[src/rtl/emds_link_scheduler_if.sv]
// Requester-side bundle of the link scheduler: level req/data in, ack/grant and framed line out.
// master = requesters (and the bench); slave = the scheduler.
interface emds_link_scheduler_if;
    logic [1:0] req;
    logic [7:0] data_0;
    logic [7:0] data_1;
    logic [1:0] ack;
    logic [1:0] grant;
    logic       serial_out;
    logic       tx_active;
    logic [1:0] msg_done;
    logic       truncated;

    modport master (
        output req, data_0, data_1,
        input  ack, grant, serial_out, tx_active, msg_done, truncated
    );

    modport slave (
        input  req, data_0, data_1,
        output ack, grant, serial_out, tx_active, msg_done, truncated
    );
endinterface

[src/rtl/emds_link_scheduler.sv]
// Two-requester serial line scheduler: message-granular round-robin, start/8N LSB-first/stop framing.
// Latency: start bit and ack appear one cycle after the accepting IDLE edge; byte period 11+GAP_CYCLES.
// Backpressure: req/data are held as a level until ack; the owner keeps the line while it has req low.
module emds_link_scheduler #(
    parameter int GAP_CYCLES = 1,
    parameter int MAX_BYTES  = 100
) (
    input  logic                  clock,
    input  logic                  reset_n,
    emds_link_scheduler_if.slave  link
);

    typedef enum logic [2:0] {IDLE, START, DATA, STOP, GAP} state_t;

    localparam logic [7:0] GAP_LAST = (GAP_CYCLES > 0) ? 8'(GAP_CYCLES - 1) : 8'd0;
    localparam logic [8:0] MAX_CNT  = 9'(MAX_BYTES);

    state_t     state, state_d;
    logic [7:0] shreg, shreg_d;
    logic [2:0] bit_cnt, bit_cnt_d;
    logic [7:0] byte_cnt, byte_cnt_d;
    logic [7:0] gap_cnt, gap_cnt_d;
    logic       rr_ptr, rr_d;
    logic [1:0] ack_q, ack_d;
    logic [1:0] grant_q, grant_d;
    logic [1:0] done_q, done_d;
    logic       trunc_q, trunc_d;
    logic       serial_q, serial_d;
    logic       tx_q, tx_d;

    logic       cand;
    logic [2:0] bit_nxt;
    logic [8:0] byte_nxt;

    always_comb begin
        state_d    = state;
        shreg_d    = shreg;
        bit_cnt_d  = bit_cnt;
        byte_cnt_d = byte_cnt;
        gap_cnt_d  = gap_cnt;
        rr_d       = rr_ptr;
        grant_d    = grant_q;
        ack_d      = 2'b00;
        done_d     = 2'b00;
        trunc_d    = 1'b0;
        serial_d   = 1'b1;
        tx_d       = 1'b0;
        bit_nxt    = bit_cnt + 3'd1;
        byte_nxt   = {1'b0, byte_cnt} + 9'd1;

        // An active owner is the only candidate, even while its req is low.
        if (grant_q != 2'b00)
            cand = grant_q[1];
        else if (link.req[rr_ptr])
            cand = rr_ptr;
        else
            cand = ~rr_ptr;

        case (state)
            IDLE: begin
                if (link.req[cand]) begin
                    shreg_d     = cand ? link.data_1 : link.data_0;
                    ack_d[cand] = 1'b1;
                    grant_d     = cand ? 2'b10 : 2'b01;
                    serial_d    = 1'b0;
                    tx_d        = 1'b1;
                    state_d     = START;
                end
            end
            START: begin
                serial_d  = shreg[0];
                tx_d      = 1'b1;
                bit_cnt_d = 3'd0;
                state_d   = DATA;
            end
            DATA: begin
                tx_d = 1'b1;
                if (bit_cnt == 3'd7) begin
                    serial_d = 1'b1;
                    state_d  = STOP;
                end else begin
                    bit_cnt_d = bit_nxt;
                    serial_d  = shreg[bit_nxt];
                end
            end
            STOP: begin
                byte_cnt_d = byte_nxt[7:0];
                gap_cnt_d  = 8'd0;
                state_d    = (GAP_CYCLES > 0) ? GAP : IDLE;
                if (shreg == 8'h00 || byte_nxt >= MAX_CNT) begin
                    done_d     = grant_q;
                    trunc_d    = (shreg != 8'h00);
                    grant_d    = 2'b00;
                    byte_cnt_d = 8'd0;
                    rr_d       = ~grant_q[1];
                end
            end
            GAP: begin
                if (gap_cnt == GAP_LAST)
                    state_d = IDLE;
                else
                    gap_cnt_d = gap_cnt + 8'd1;
            end
            default: state_d = IDLE;
        endcase
    end

    always_ff @(posedge clock or negedge reset_n) begin
        if (!reset_n) begin
            state    <= IDLE;
            shreg    <= 8'h00;
            bit_cnt  <= 3'd0;
            byte_cnt <= 8'd0;
            gap_cnt  <= 8'd0;
            rr_ptr   <= 1'b0;
            ack_q    <= 2'b00;
            grant_q  <= 2'b00;
            done_q   <= 2'b00;
            trunc_q  <= 1'b0;
            serial_q <= 1'b1;
            tx_q     <= 1'b0;
        end else begin
            state    <= state_d;
            shreg    <= shreg_d;
            bit_cnt  <= bit_cnt_d;
            byte_cnt <= byte_cnt_d;
            gap_cnt  <= gap_cnt_d;
            rr_ptr   <= rr_d;
            ack_q    <= ack_d;
            grant_q  <= grant_d;
            done_q   <= done_d;
            trunc_q  <= trunc_d;
            serial_q <= serial_d;
            tx_q     <= tx_d;
        end
    end

    assign link.ack        = ack_q;
    assign link.grant      = grant_q;
    assign link.msg_done   = done_q;
    assign link.truncated  = trunc_q;
    assign link.serial_out = serial_q;
    assign link.tx_active  = tx_q;

endmodule

[src/flat_wrapper.sv]
// flat-port wrapper written by rule: the top's interface ports become plain ports
module emds_link_scheduler_flat 
#(
    parameter int GAP_CYCLES = 1,
    parameter int MAX_BYTES  = 100
)
  (clock, reset_n, link_req, link_data_0, link_data_1, link_ack, link_grant, link_serial_out, link_tx_active, link_msg_done, link_truncated);
  emds_link_scheduler_if link_i ();
  input  logic clock;
  input  logic reset_n;
  input wire logic [$bits(link_i.req)-1:0] link_req;
  input wire logic [$bits(link_i.data_0)-1:0] link_data_0;
  input wire logic [$bits(link_i.data_1)-1:0] link_data_1;
  output wire logic [$bits(link_i.ack)-1:0] link_ack;
  output wire logic [$bits(link_i.grant)-1:0] link_grant;
  output wire logic [$bits(link_i.serial_out)-1:0] link_serial_out;
  output wire logic [$bits(link_i.tx_active)-1:0] link_tx_active;
  output wire logic [$bits(link_i.msg_done)-1:0] link_msg_done;
  output wire logic [$bits(link_i.truncated)-1:0] link_truncated;
  assign link_i.req = link_req;
  assign link_i.data_0 = link_data_0;
  assign link_i.data_1 = link_data_1;
  assign link_ack = link_i.ack;
  assign link_grant = link_i.grant;
  assign link_serial_out = link_i.serial_out;
  assign link_tx_active = link_i.tx_active;
  assign link_msg_done = link_i.msg_done;
  assign link_truncated = link_i.truncated;
  emds_link_scheduler #(.GAP_CYCLES(GAP_CYCLES), .MAX_BYTES(MAX_BYTES)) u_core (.clock(clock), .reset_n(reset_n), .link(link_i));
endmodule
[config.mk]
export PLATFORM = sky130hd
export DESIGN_NAME = emds_link_scheduler_flat
export DESIGN_NICKNAME = d
export VERILOG_FILES = /design/src/rtl/emds_link_scheduler_if.sv /design/src/rtl/emds_link_scheduler.sv /design/src/flat_wrapper.sv
export SDC_FILE = /design/constraint.sdc
export NUM_CORES = 1
export LEC_CHECK = 0
export CORE_MARGIN = 2
export CORE_UTILIZATION = 49
export CTS_CLUSTER_SIZE = 30
export DETAILED_ROUTE_END_ITERATION = 12
export PLACE_DENSITY_LB_ADDON = 0.15
export SLEW_MARGIN = 10
export SYNTH_ARGS = -nofsm -noshare
export SYNTH_HDL_FRONTEND = slang
export SYNTH_SLANG_ARGS = --single-unit
[constraint.sdc]
create_clock -name clock -period 1.99 [get_ports clock]
set_input_delay 0.199 -clock clock [delete_from_list [all_inputs] [get_ports clock]]
set_output_delay 0.199 -clock clock [all_outputs]
set_load 0.01 [all_outputs]
==> run_results.csv, run 1 <==
group,metric,value,unit
logic_synthesis,ys_top_cells_by_area,"dfrtp_1 45%, mux2i_1 4.6%, o21ai_0 3.7%, a22o_1 3.6%, ha_1 3.4%",
setup_path,arrival,2.12,ns
finish,final_cell_count_no_fill,307,
logic_synthesis,ys_seq_area_frac,0.460,
clock_tree,clk_pin_slew,0.08,ns
finish,nets,280,
power,pwr-share-comb,0.445,
logic_synthesis,synth_area_leader_cell,"dfrtp_1",
finish,drive_gt1_frac,0.208,
sta,rsz0062_at_grt,"false",
global_route,grt_pass1_wl,8000,microns
floorplanning,rows,24,
place,dp_hpwl,3460,microns
logic_synthesis,synth_top_area_frac,0.448,
logic_synthesis,ys_warn_count,0,
logic_synthesis,synthArstFlopShare,1.00,
power,powerDensity,1190,nW/um^2
logic_synthesis,ys.flop_type,"dfrtp_1",
place,io_buffers,28,
power,internal_power,2.11,mW
clock_tree,cts_setup_buffers,0,
clock_tree,htreeDepth,2,
logic_synthesis,syn_inst,207,
clock_tree,numCtsBuffers,5,
flow_run,max-cap-violations,0,
setup_path,slowest_stage,"or3_1",
sta,clock.fmax,526,MHz
sta,setup-tns-final,0,ns
finish,syn_to_final_growth,27.9,%
worst_hold_path,worstHoldPathType,"primary input to async pin",
run_status,status,"complete, no violations",
floorplanning,core-area,4320,sq um
finish,final_cell_mix,"39 x dfrtp_1, 27 x clkdlybuf4s50_1, 20 x nand2_1, 18 x nor2_1, 18 x buf_4",
setup_path,cp_cell_sequence,"ha_4 > and2_1 > a21oi_1 > o311a_4 > or3_1 > o211ai_2",
logic_synthesis,syn_nets,233,
sta,slew-limit-headroom,0.674,
detailed_routing,routed_via_density,5.71,
detailed_routing,ant_nets,0,
detailed_routing,vias,1752,
global_route,grt_max_degree,22,
detailed_routing,wl,4630,microns
global_route,grt_antenna_before_repair,0,
logic_synthesis,yosysUniqueCellTypes,50,
floorplanning,fp.dieArea,5000,sq um
floorplanning,start_util,0.504,
power,clock_power_share,0.171,
detailed_routing,initialDrtViolationCount,97,
power,p_sw,1.21,mW
sta,min_period,1.90,ns
setup_path,crit_path_end_kind,"flop",
floorplanning,chipWidth,70.7,microns
setup_path,worstSetupStartpointType,"flop",
clock_tree,cts.sinks,40,
sta,worst_slew_pin_slew,0.489,ns
global_route,overflow,0,
power,p_leak,1.28,nW
detailed_routing,drt_pass1_iterations,5,
power,p_sw_frac,0.365,
setup_path,critPathRequiredTime,2.21,ns
sta,hold_viol_final,0,
sta,final_max_slew_viol_count,0,
logic_synthesis,ys_seq_elements,40,
clock_tree,cts_tree,"yes",
sta,timing.hold.ws,0.394,ns
sta,fin_crit_sh,0.955,
setup_path,cpPeakStageDelay,0.45,ns
setup_path,crit_fanout,10,
global_route,grt_pass1_vias,1655,
clock_tree,clkLatencyLatePin,0.29,ns
place,placed_area,2650,sq um
logic_synthesis,avgSynthCellArea,10.5,sq um
place,placed_cells,298,
clock_tree,root_buffer,"clkbuf_8",
floorplanning,num_io_pins,29,
sta,setup_viol,0,
sta,fin_skew,0.00444,ns
finish,design_area,2790,sq um
global_route,grt_usage,0.203,
logic_synthesis,synth_edf_count,0,
detailed_routing,wire_per_inst,15.1,microns
clock_tree,clockBufferDepth,2,
floorplanning,die_y,70.7,microns
detailed_routing,drcViolationCount,0,
place,gp_congestion,0.846,
finish,layout_commonest_cell,"dfrtp_1",
finish,antenna_cells,0,
power,pwr-share-seq,0.384,
logic_synthesis,synthesis.area,2180,sq um
power,vdd_ir_drop_max,0.000614,V
setup_path,worstSetupPathType,"flop to flop",
[cell type report]
cell class | count | area, sq um
Multi-Input combinational cell | 154 | 1170
Clock inverter | 1 | 7.51
Clock buffer | 7 | 86.3
Inverter | 5 | 18.8
Tap cell | 52 | 65.1
Fill cell | 365 | 1540
Timing Repair Buffer | 48 | 440
Sequential cell | 40 | 1000
[flip-flops by register name (all words and copies together), names as in the netlist]
register / cells
u_core.byte_cnt: 8
u_core.link.msg_done: 2
u_core.link.truncated: 1
u_core.link.serial_out: 1
u_core.state: 3
u_core.rr_ptr: 1
u_core.shreg: 8
u_core.gap_cnt: 8
u_core.link.ack: 2
u_core.link.tx_active: 1
u_core.link.grant: 2
u_core.bit_cnt: 3
[worst paths after layout]
path                                                startpoint                              to  slack [ns]  depth (start not counted)
worst min register to register     u_core.shreg[1]$_DFFE_PN0P_     u_core.shreg[1]$_DFFE_PN0P_        0.51                          2
worst min-delay path                                   reset_n  u_core.byte_cnt[4]$_DFFE_PN0P_        0.39                          2
worst max register to register  u_core.byte_cnt[0]$_DFFE_PN0P_  u_core.byte_cnt[5]$_DFFE_PN0P_        0.09                          6
worst max-delay path            u_core.byte_cnt[0]$_DFFE_PN0P_  u_core.byte_cnt[5]$_DFFE_PN0P_        0.09                          6
max in group asynchronous                              reset_n   u_core.gap_cnt[2]$_DFFE_PN0P_        1.12                          3
min in group clock                 u_core.shreg[1]$_DFFE_PN0P_     u_core.shreg[1]$_DFFE_PN0P_        0.51                          2
[layer usage]
layer / track usage / vias to the layer above / part of all wire
met5: 0 / - / 0
met4: 0.0629 / 0 / 0.012
met3: 0.0399 / 5 / 0.044
met2: 0.303 / 50 / 0.45
met1: 0.302 / 846 / 0.49
li1: - / 851 / -
[synth_stat cells (all sizes together), types with 2 or more instances]
cell / number
a21oi: 4
a22o: 9
a31o: 3
and2: 4
and2b: 2
and3: 5
buf: 5
clkbuf: 3
dfrtp: 39
ha: 6
inv: 5
mux2: 3
mux2i: 10
mux4: 2
nand2: 20
nand2b: 2
nand3: 7
nand3b: 3
nand4: 2
nor2: 18
nor2b: 3
nor3: 2
nor4: 4
o21ai: 19
o311a: 2
o41ai: 4
xnor2: 3
xor2: 5
[through the flow]
stage                     utilization  power, mW  worst slack (ns)
after floorplan                     -       2.18            0.0103
after global placement          0.613       2.67            0.0928
after detailed placement        0.613       2.72            0.0626
after CTS                       0.637       3.30            0.0535
after global routing            0.645       3.57           0.00651
final                           0.645       3.32            0.0900
[what timing repair did]
action | in CTS | in global routing
setup endpoints to repair | 0 | 4
endpoints found under the hold margin | 19 | 0
gates resized for setup | 0 | 5
hold buffers | 1 | 0
[worst max-delay path: cells and delay by family (launching register included)]
family / cells / cell delay [ns]
fa+ha+maj: 1 / 0.21
compound gates: 3 / 0.63
simple gates: 2 / 0.59
flops: 1 / 0.40
[cells by family (layout without fill, tap and decap cells)]
family                     count (synthesis)  in the layout  share of synthesized area
and+or+nand+nor                           79             79                      0.196
AOI/OAI and AO/OA                         46             46                      0.169
DFF                                       40             40                      0.460
muxes                                     15             15                     0.0838
buffers and inverters                     13             61                     0.0247
xor gates and xnor gates                   8              8                     0.0321
adders and majority gates                  6              6                     0.0344
[power groups by stage]
stage / clock, mW / combinational [mW] / sequential (mW)
finish: 0.568 / 1.48 / 1.27
global route: 0.624 / 1.64 / 1.31
CTS: 0.587 / 1.45 / 1.26
detailed placement: 0 / 1.45 / 1.27
global placement: 0 / 1.41 / 1.26
floorplan: 0 / 0.930 / 1.25
(Power assumes the default switching activity.)
==> run 2, diff against run 1 <==
--- a/config.mk
+++ b/config.mk
@@ -5,7 +5,6 @@
 export SDC_FILE = /design/constraint.sdc
 export NUM_CORES = 1
 export LEC_CHECK = 0
-export CORE_MARGIN = 2
 export CORE_UTILIZATION = 49
 export CTS_CLUSTER_SIZE = 30
 export DETAILED_ROUTE_END_ITERATION = 12
==> run 2 against run 1 <==
Against the previous run: via count rose by 0.57%; utilization rose by 2.7 points; cell count fell by 0.65%; total power fell by 1.2%; largest power group unchanged; highest routed layer unchanged.
==> run_results.csv, run 2 (synthesized netlist as in run 1, its figures left out) <==
group,metric,value,unit
run_status,status,"complete, no violations",
setup_path,worstSetupStartpointType,"flop",
setup_path,crit_fanout,7,
finish,drive_gt1_frac,0.216,
finish,final_cell_mix,"38 x dfrtp_1, 27 x clkdlybuf4s50_1, 20 x nand2_1, 19 x buf_4, 18 x nor2_1",
floorplanning,chipWidth,68.7,microns
sta,final_max_slew_viol_count,0,
power,powerDensity,1180,nW/um^2
clock_tree,clk_pin_slew,0.08,ns
sta,fin_skew,0.00967,ns
sta,worst_slew_pin_slew,0.485,ns
place,placed_cells,295,
sta,clock.fmax,527,MHz
place,gp_congestion,0.836,
power,vdd_ir_drop_max,0.000591,V
global_route,use_met2,0.412,
finish,design_area,2780,sq um
global_route,grt_antenna_before_repair,0,
setup_path,worstSetupPathType,"flop to flop",
sta,setup-tns-final,0,ns
global_route,grt_max_degree,19,
finish,final_cell_count_no_fill,305,
finish,nets,280,
finish,syn_to_final_growth,27.6,%
sta,worst_slack,0.0941,ns
clock_tree,clkLatencyLatePin,0.30,ns
clock_tree,clockBufferDepth,2,
floorplanning,fp.dieArea,4720,sq um
sta,hold_viol_final,0,
setup_path,cp_cell_sequence,"buf_4 > nand2_1 > a21oi_1 > o311a_4 > or3_1 > o21ai_1",
sta,rsz0062_at_grt,"false",
sta,min_period,1.90,ns
floorplanning,rows,23,
clock_tree,numCtsBuffers,5,
global_route,grt_pass1_vias,1788,
global_route,overflow,0,
global_route,busiest_layer,"met2",
clock_tree,cts_tree,"yes",
global_route,use_met1,0.288,
global_route,grt.met3_usage,0.0576,
floorplanning,start_util,0.526,
sta,slew-limit-headroom,0.676,
global_route,grt_pass1_wl,8040,microns
setup_path,crit_path_end_kind,"flop",
sta,setup_viol,0,
detailed_routing,wl,4800,microns
finish,antenna_cells,0,
setup_path,critPathRequiredTime,2.20,ns
floorplanning,num_io_pins,29,
place,placed_area,2630,sq um
power,p_leak,1.28,nW
setup_path,slowest_stage,"or3_1",
floorplanning,die_y,68.7,microns
floorplanning,core-area,4140,sq um
global_route,grt_usage,0.235,
clock_tree,htreeDepth,2,
detailed_routing,wire_per_inst,15.7,microns
place,place_ws,0.0205,ns
power,total_power,3.28,mW
sta,timing.hold.ws,0.358,ns
detailed_routing,drcViolationCount,0,
clock_tree,cts.sinks,40,
finish,layout_commonest_cell,"dfrtp_1",
detailed_routing,ant_nets,0,
place,dp_hpwl,3550,microns
place,io_buffers,28,
setup_path,arrival,2.10,ns
clock_tree,root_buffer,"clkbuf_8",
worst_hold_path,worstHoldPathType,"primary input to async pin",
sta,fin_crit_sh,0.953,
detailed_routing,routed_via_density,5.78,
detailed_routing,drt_pass1_iterations,4,
detailed_routing,initialDrtViolationCount,127,
finish,fillers,352,
flow_run,max-cap-violations,0,
finish,largest_registers,"u_core.byte_cnt (8), u_core.gap_cnt (8), u_core.shreg (8)",
detailed_routing,vias,1762,
finish,final_core_util,0.671,
setup_path,cpPeakStageDelay,0.44,ns
## run 2: power by group
part	switching [mW]	leakage [nW]	internal, mW	total (mW)
combinational	0.696	0.714	0.755	1.45
clock	0.282	0.0412	0.245	0.527
sequential	0.246	0.523	1.05	1.30
total	1.22	1.28	2.05	3.28
## run 2: area by class of cell
class	instances	area, sq um	share of cell area
sequential	40	1000	0.361
clock inverter	2	12.5	0.00450
clock buffer	6	72.6	0.0261
timing repair buffer	48	428	0.154
tap	50	62.6	0.0225
inverter	5	18.8	0.00675
multi-input combinational	154	1180	0.426
## run 2: path summary, 6_finish.rpt
| path | to | startpoint | slack [ns] | depth (start not counted) |
|---|---|---|---|---|
| min reg2reg | u_core.shreg[3]$_DFFE_PN0P_ | u_core.shreg[3]$_DFFE_PN0P_ | 0.53 | 2 |
| min | u_core.link.msg_done[1]$_DFF_PN0_ | reset_n | 0.36 | 2 |
| max | u_core.byte_cnt[6]$_DFFE_PN0P_ | u_core.byte_cnt[1]$_DFFE_PN0P_ | 0.09 | 6 |
| max in group asynchronous | u_core.link.serial_out$_DFF_PN1_ | reset_n | 1.02 | 3 |
| max reg2reg | u_core.byte_cnt[6]$_DFFE_PN0P_ | u_core.byte_cnt[1]$_DFFE_PN0P_ | 0.09 | 6 |
| min in group clock | u_core.shreg[2]$_DFFE_PN0P_ | link_data_1[2] | 0.52 | 3 |
## run 2: metal layers
metal | vias up | wire [microns] | share of wire
met5 | - | 0 | 0
met4 | 0 | 48 | 0.010
met3 | 5 | 205 | 0.043
met2 | 47 | 2380 | 0.50
met1 | 860 | 2160 | 0.45
li1 | 850 | - | -
## run 2: worst max-delay path, delay by kind of cell (launching register included)
family,cells,cell delay (ns)
buffers and inverters,1,0.16
flip-flops,1,0.41
AND/OR/NAND/NOR,2,0.56
AO/OA/AOI/OAI,3,0.68
## run 2: timing repair
| action | CTS | global route |
|---|---|---|
| endpoints found under the setup margin | 1 | 8 |
| resized for setup | 0 | 7 |
| endpoints found under the hold margin | 16 | 0 |
| hold buffers | 1 | 0 |
| buffers inserted | 1 | 0 |
==> run 3, diff against run 2 <==
--- a/config.mk
+++ b/config.mk
@@ -9,6 +9,7 @@
 export CTS_CLUSTER_SIZE = 30
 export DETAILED_ROUTE_END_ITERATION = 12
 export PLACE_DENSITY_LB_ADDON = 0.15
+export SETUP_SLACK_MARGIN = 0.05
 export SLEW_MARGIN = 10
 export SYNTH_ARGS = -nofsm -noshare
 export SYNTH_HDL_FRONTEND = slang
==> run 3 against run 2 <==
Against the previous run: total power up 3.1%; non-clock buffer count increased by 6; cell area rose by 2.1%; largest power group unchanged; highest routed layer unchanged.
==> run_results.csv, run 3 (synthesized netlist as in run 1, its figures left out) <==
group,metric,value,unit
sta,fin_crit_sh,0.961,
power,vdd_ir_drop_max,0.000763,V
power,p_leak,1.32,nW
place,placed_cells,297,
detailed_routing,drt_pass1_iterations,4,
setup_path,cpPeakStageDelay,0.46,ns
finish,nets,286,
floorplanning,num_io_pins,29,
sta,min_period,1.91,ns
clock_tree,clkLatencyLatePin,0.29,ns
finish,syn_to_final_growth,30.3,%
detailed_routing,wire_per_inst,15.5,microns
finish,largest_registers,"u_core.byte_cnt (8), u_core.gap_cnt (8), u_core.shreg (8)",
setup_path,critPathRequiredTime,2.17,ns
global_route,grt_pass1_wl,7680,microns
sta,setup-tns-final,0,ns
clock_tree,clockBufferDepth,2,
setup_path,crit_fanout,7,
worst_hold_path,worstHoldPathType,"primary input to async pin",
setup_path,slowest_stage,"dfrtp_2",
setup_path,worstSetupStartpointType,"flop",
place,gp_congestion,0.838,
global_route,grt_antenna_before_repair,0,
detailed_routing,routed_via_density,5.80,
place,io_buffers,28,
run_status,status,"complete, no violations",
finish,antenna_cells,0,
clock_tree,clk_pin_slew,0.08,ns
detailed_routing,wl,4820,microns
global_route,grt_max_degree,41,
setup_path,arrival,2.10,ns
global_route,overflow,0,
floorplanning,chipWidth,68.7,microns
finish,final_cell_count_no_fill,311,
sta,rsz0062_at_grt,"true",
floorplanning,fp.dieArea,4720,sq um
sta,fin_skew,0.00761,ns
setup_path,cp_cell_sequence,"ha_4 > buf_4 > nor2_1 > nand3_1 > a21oi_1 > buf_4 > o31ai_4 > buf_4 > a31o_2",
sta,setup_viol,0,
flow_run,max-cap-violations,0,
sta,final_max_slew_viol_count,0,
floorplanning,die_y,68.7,microns
setup_path,crit_path_end_kind,"flop",
place,dp_hpwl,3390,microns
detailed_routing,initialDrtViolationCount,99,
sta,hold_viol_final,0,
detailed_routing,vias,1803,
global_route,grt_usage,0.225,
clock_tree,root_buffer,"clkbuf_8",
clock_tree,htreeDepth,2,
global_route,grt_pass1_vias,1729,
floorplanning,rows,23,
sta,slew-limit-headroom,0.405,
finish,final_cell_mix,"38 x dfrtp_1, 27 x clkdlybuf4s50_1, 26 x buf_4, 19 x nand2_1, 18 x nor2_1",
sta,worst_slew_pin_slew,0.893,ns
power,powerDensity,1190,nW/um^2
clock_tree,numCtsBuffers,5,
floorplanning,start_util,0.526,
finish,layout_commonest_cell,"dfrtp_1",
sta,clock.fmax,523,MHz
setup_path,crit_top_cell,"buf_4",
finish,drive_gt1_frac,0.249,
floorplanning,core-area,4140,sq um
setup_path,worstSetupPathType,"flop to flop",
detailed_routing,drcViolationCount,0,
finish,final_core_util,0.685,
clock_tree,cts.sinks,40,
clock_tree,cts_tree,"yes",
detailed_routing,ant_nets,0,
[run 3: worst paths after layout]
check	slack, ns	end	from	cells past startpoint
max in group asynchronous	1.36	u_core.byte_cnt[1]$_DFFE_PN0P_	reset_n	1
worst min register to register	0.52	u_core.shreg[6]$_DFFE_PN0P_	u_core.shreg[6]$_DFFE_PN0P_	2
worst min-delay path	0.03	u_core.byte_cnt[5]$_DFFE_PN0P_	reset_n	1
min in group clock	0.52	u_core.shreg[6]$_DFFE_PN0P_	u_core.shreg[6]$_DFFE_PN0P_	2
worst max-delay path	0.08	u_core.link.grant[0]$_DFFE_PN0P_	u_core.byte_cnt[1]$_DFFE_PN0P_	9
worst max register to register	0.08	u_core.link.grant[0]$_DFFE_PN0P_	u_core.byte_cnt[1]$_DFFE_PN0P_	9
[run 3: through the flow]
stage,worst slack [ns],hold slack [ns],power (mW),area (sq um)
final,0.0767,0.0286,3.38,2840
after global routing,0.0268,0.105,3.60,2840
after CTS,0.0621,0.0520,3.31,2770
after detailed placement,0.0126,0.374,2.71,2650
after global placement,0.0541,0.353,2.64,2650
after floorplan,0.0413,-0.0966,2.19,2200
[run 3: worst max-delay path, delay by kind of cell, from the launching register on]
kind | cells | cell delay (ns)
and+or+nand+nor | 2 | 0.16
adders and majority gates | 1 | 0.20
buffers and inverters | 3 | 0.51
DFF | 1 | 0.46
AOI/OAI and AO/OA | 3 | 0.48
[run 3: where the power goes]
part	internal [mW]	switching, mW	total (mW)
registers	1.05	0.239	1.29
logic	0.803	0.727	1.53
clock network	0.277	0.279	0.556
total	2.13	1.25	3.38
[run 3: cell type report]
type / instances / area, sq um
fillers: 327 / 1310
multi-input cells: 154 / 1190
flip-flops and latches: 40 / 1000
repair buffers: 54 / 470
clock buffers: 6 / 82.6
well taps: 50 / 62.6
inverters: 5 / 18.8
clock inverters: 2 / 10.0
[run 3: repair_timing]
item | in CTS | in global routing
gates resized for setup | 2 | 8
hold buffers | 0 | 0
gates cloned | 0 | 0
setup buffers | 1 | 5
setup endpoints to repair | 6 | 12
pin swaps | 0 | 2
[run 3: per-layer routing]
layer | global-route usage | vias up | part of all wire
met5 | 0 | - | 0
met4 | 0.110 | 0 | 0.026
met3 | 0.0543 | 13 | 0.041
met2 | 0.370 | 49 | 0.48
met1 | 0.275 | 883 | 0.45
li1 | - | 858 | -
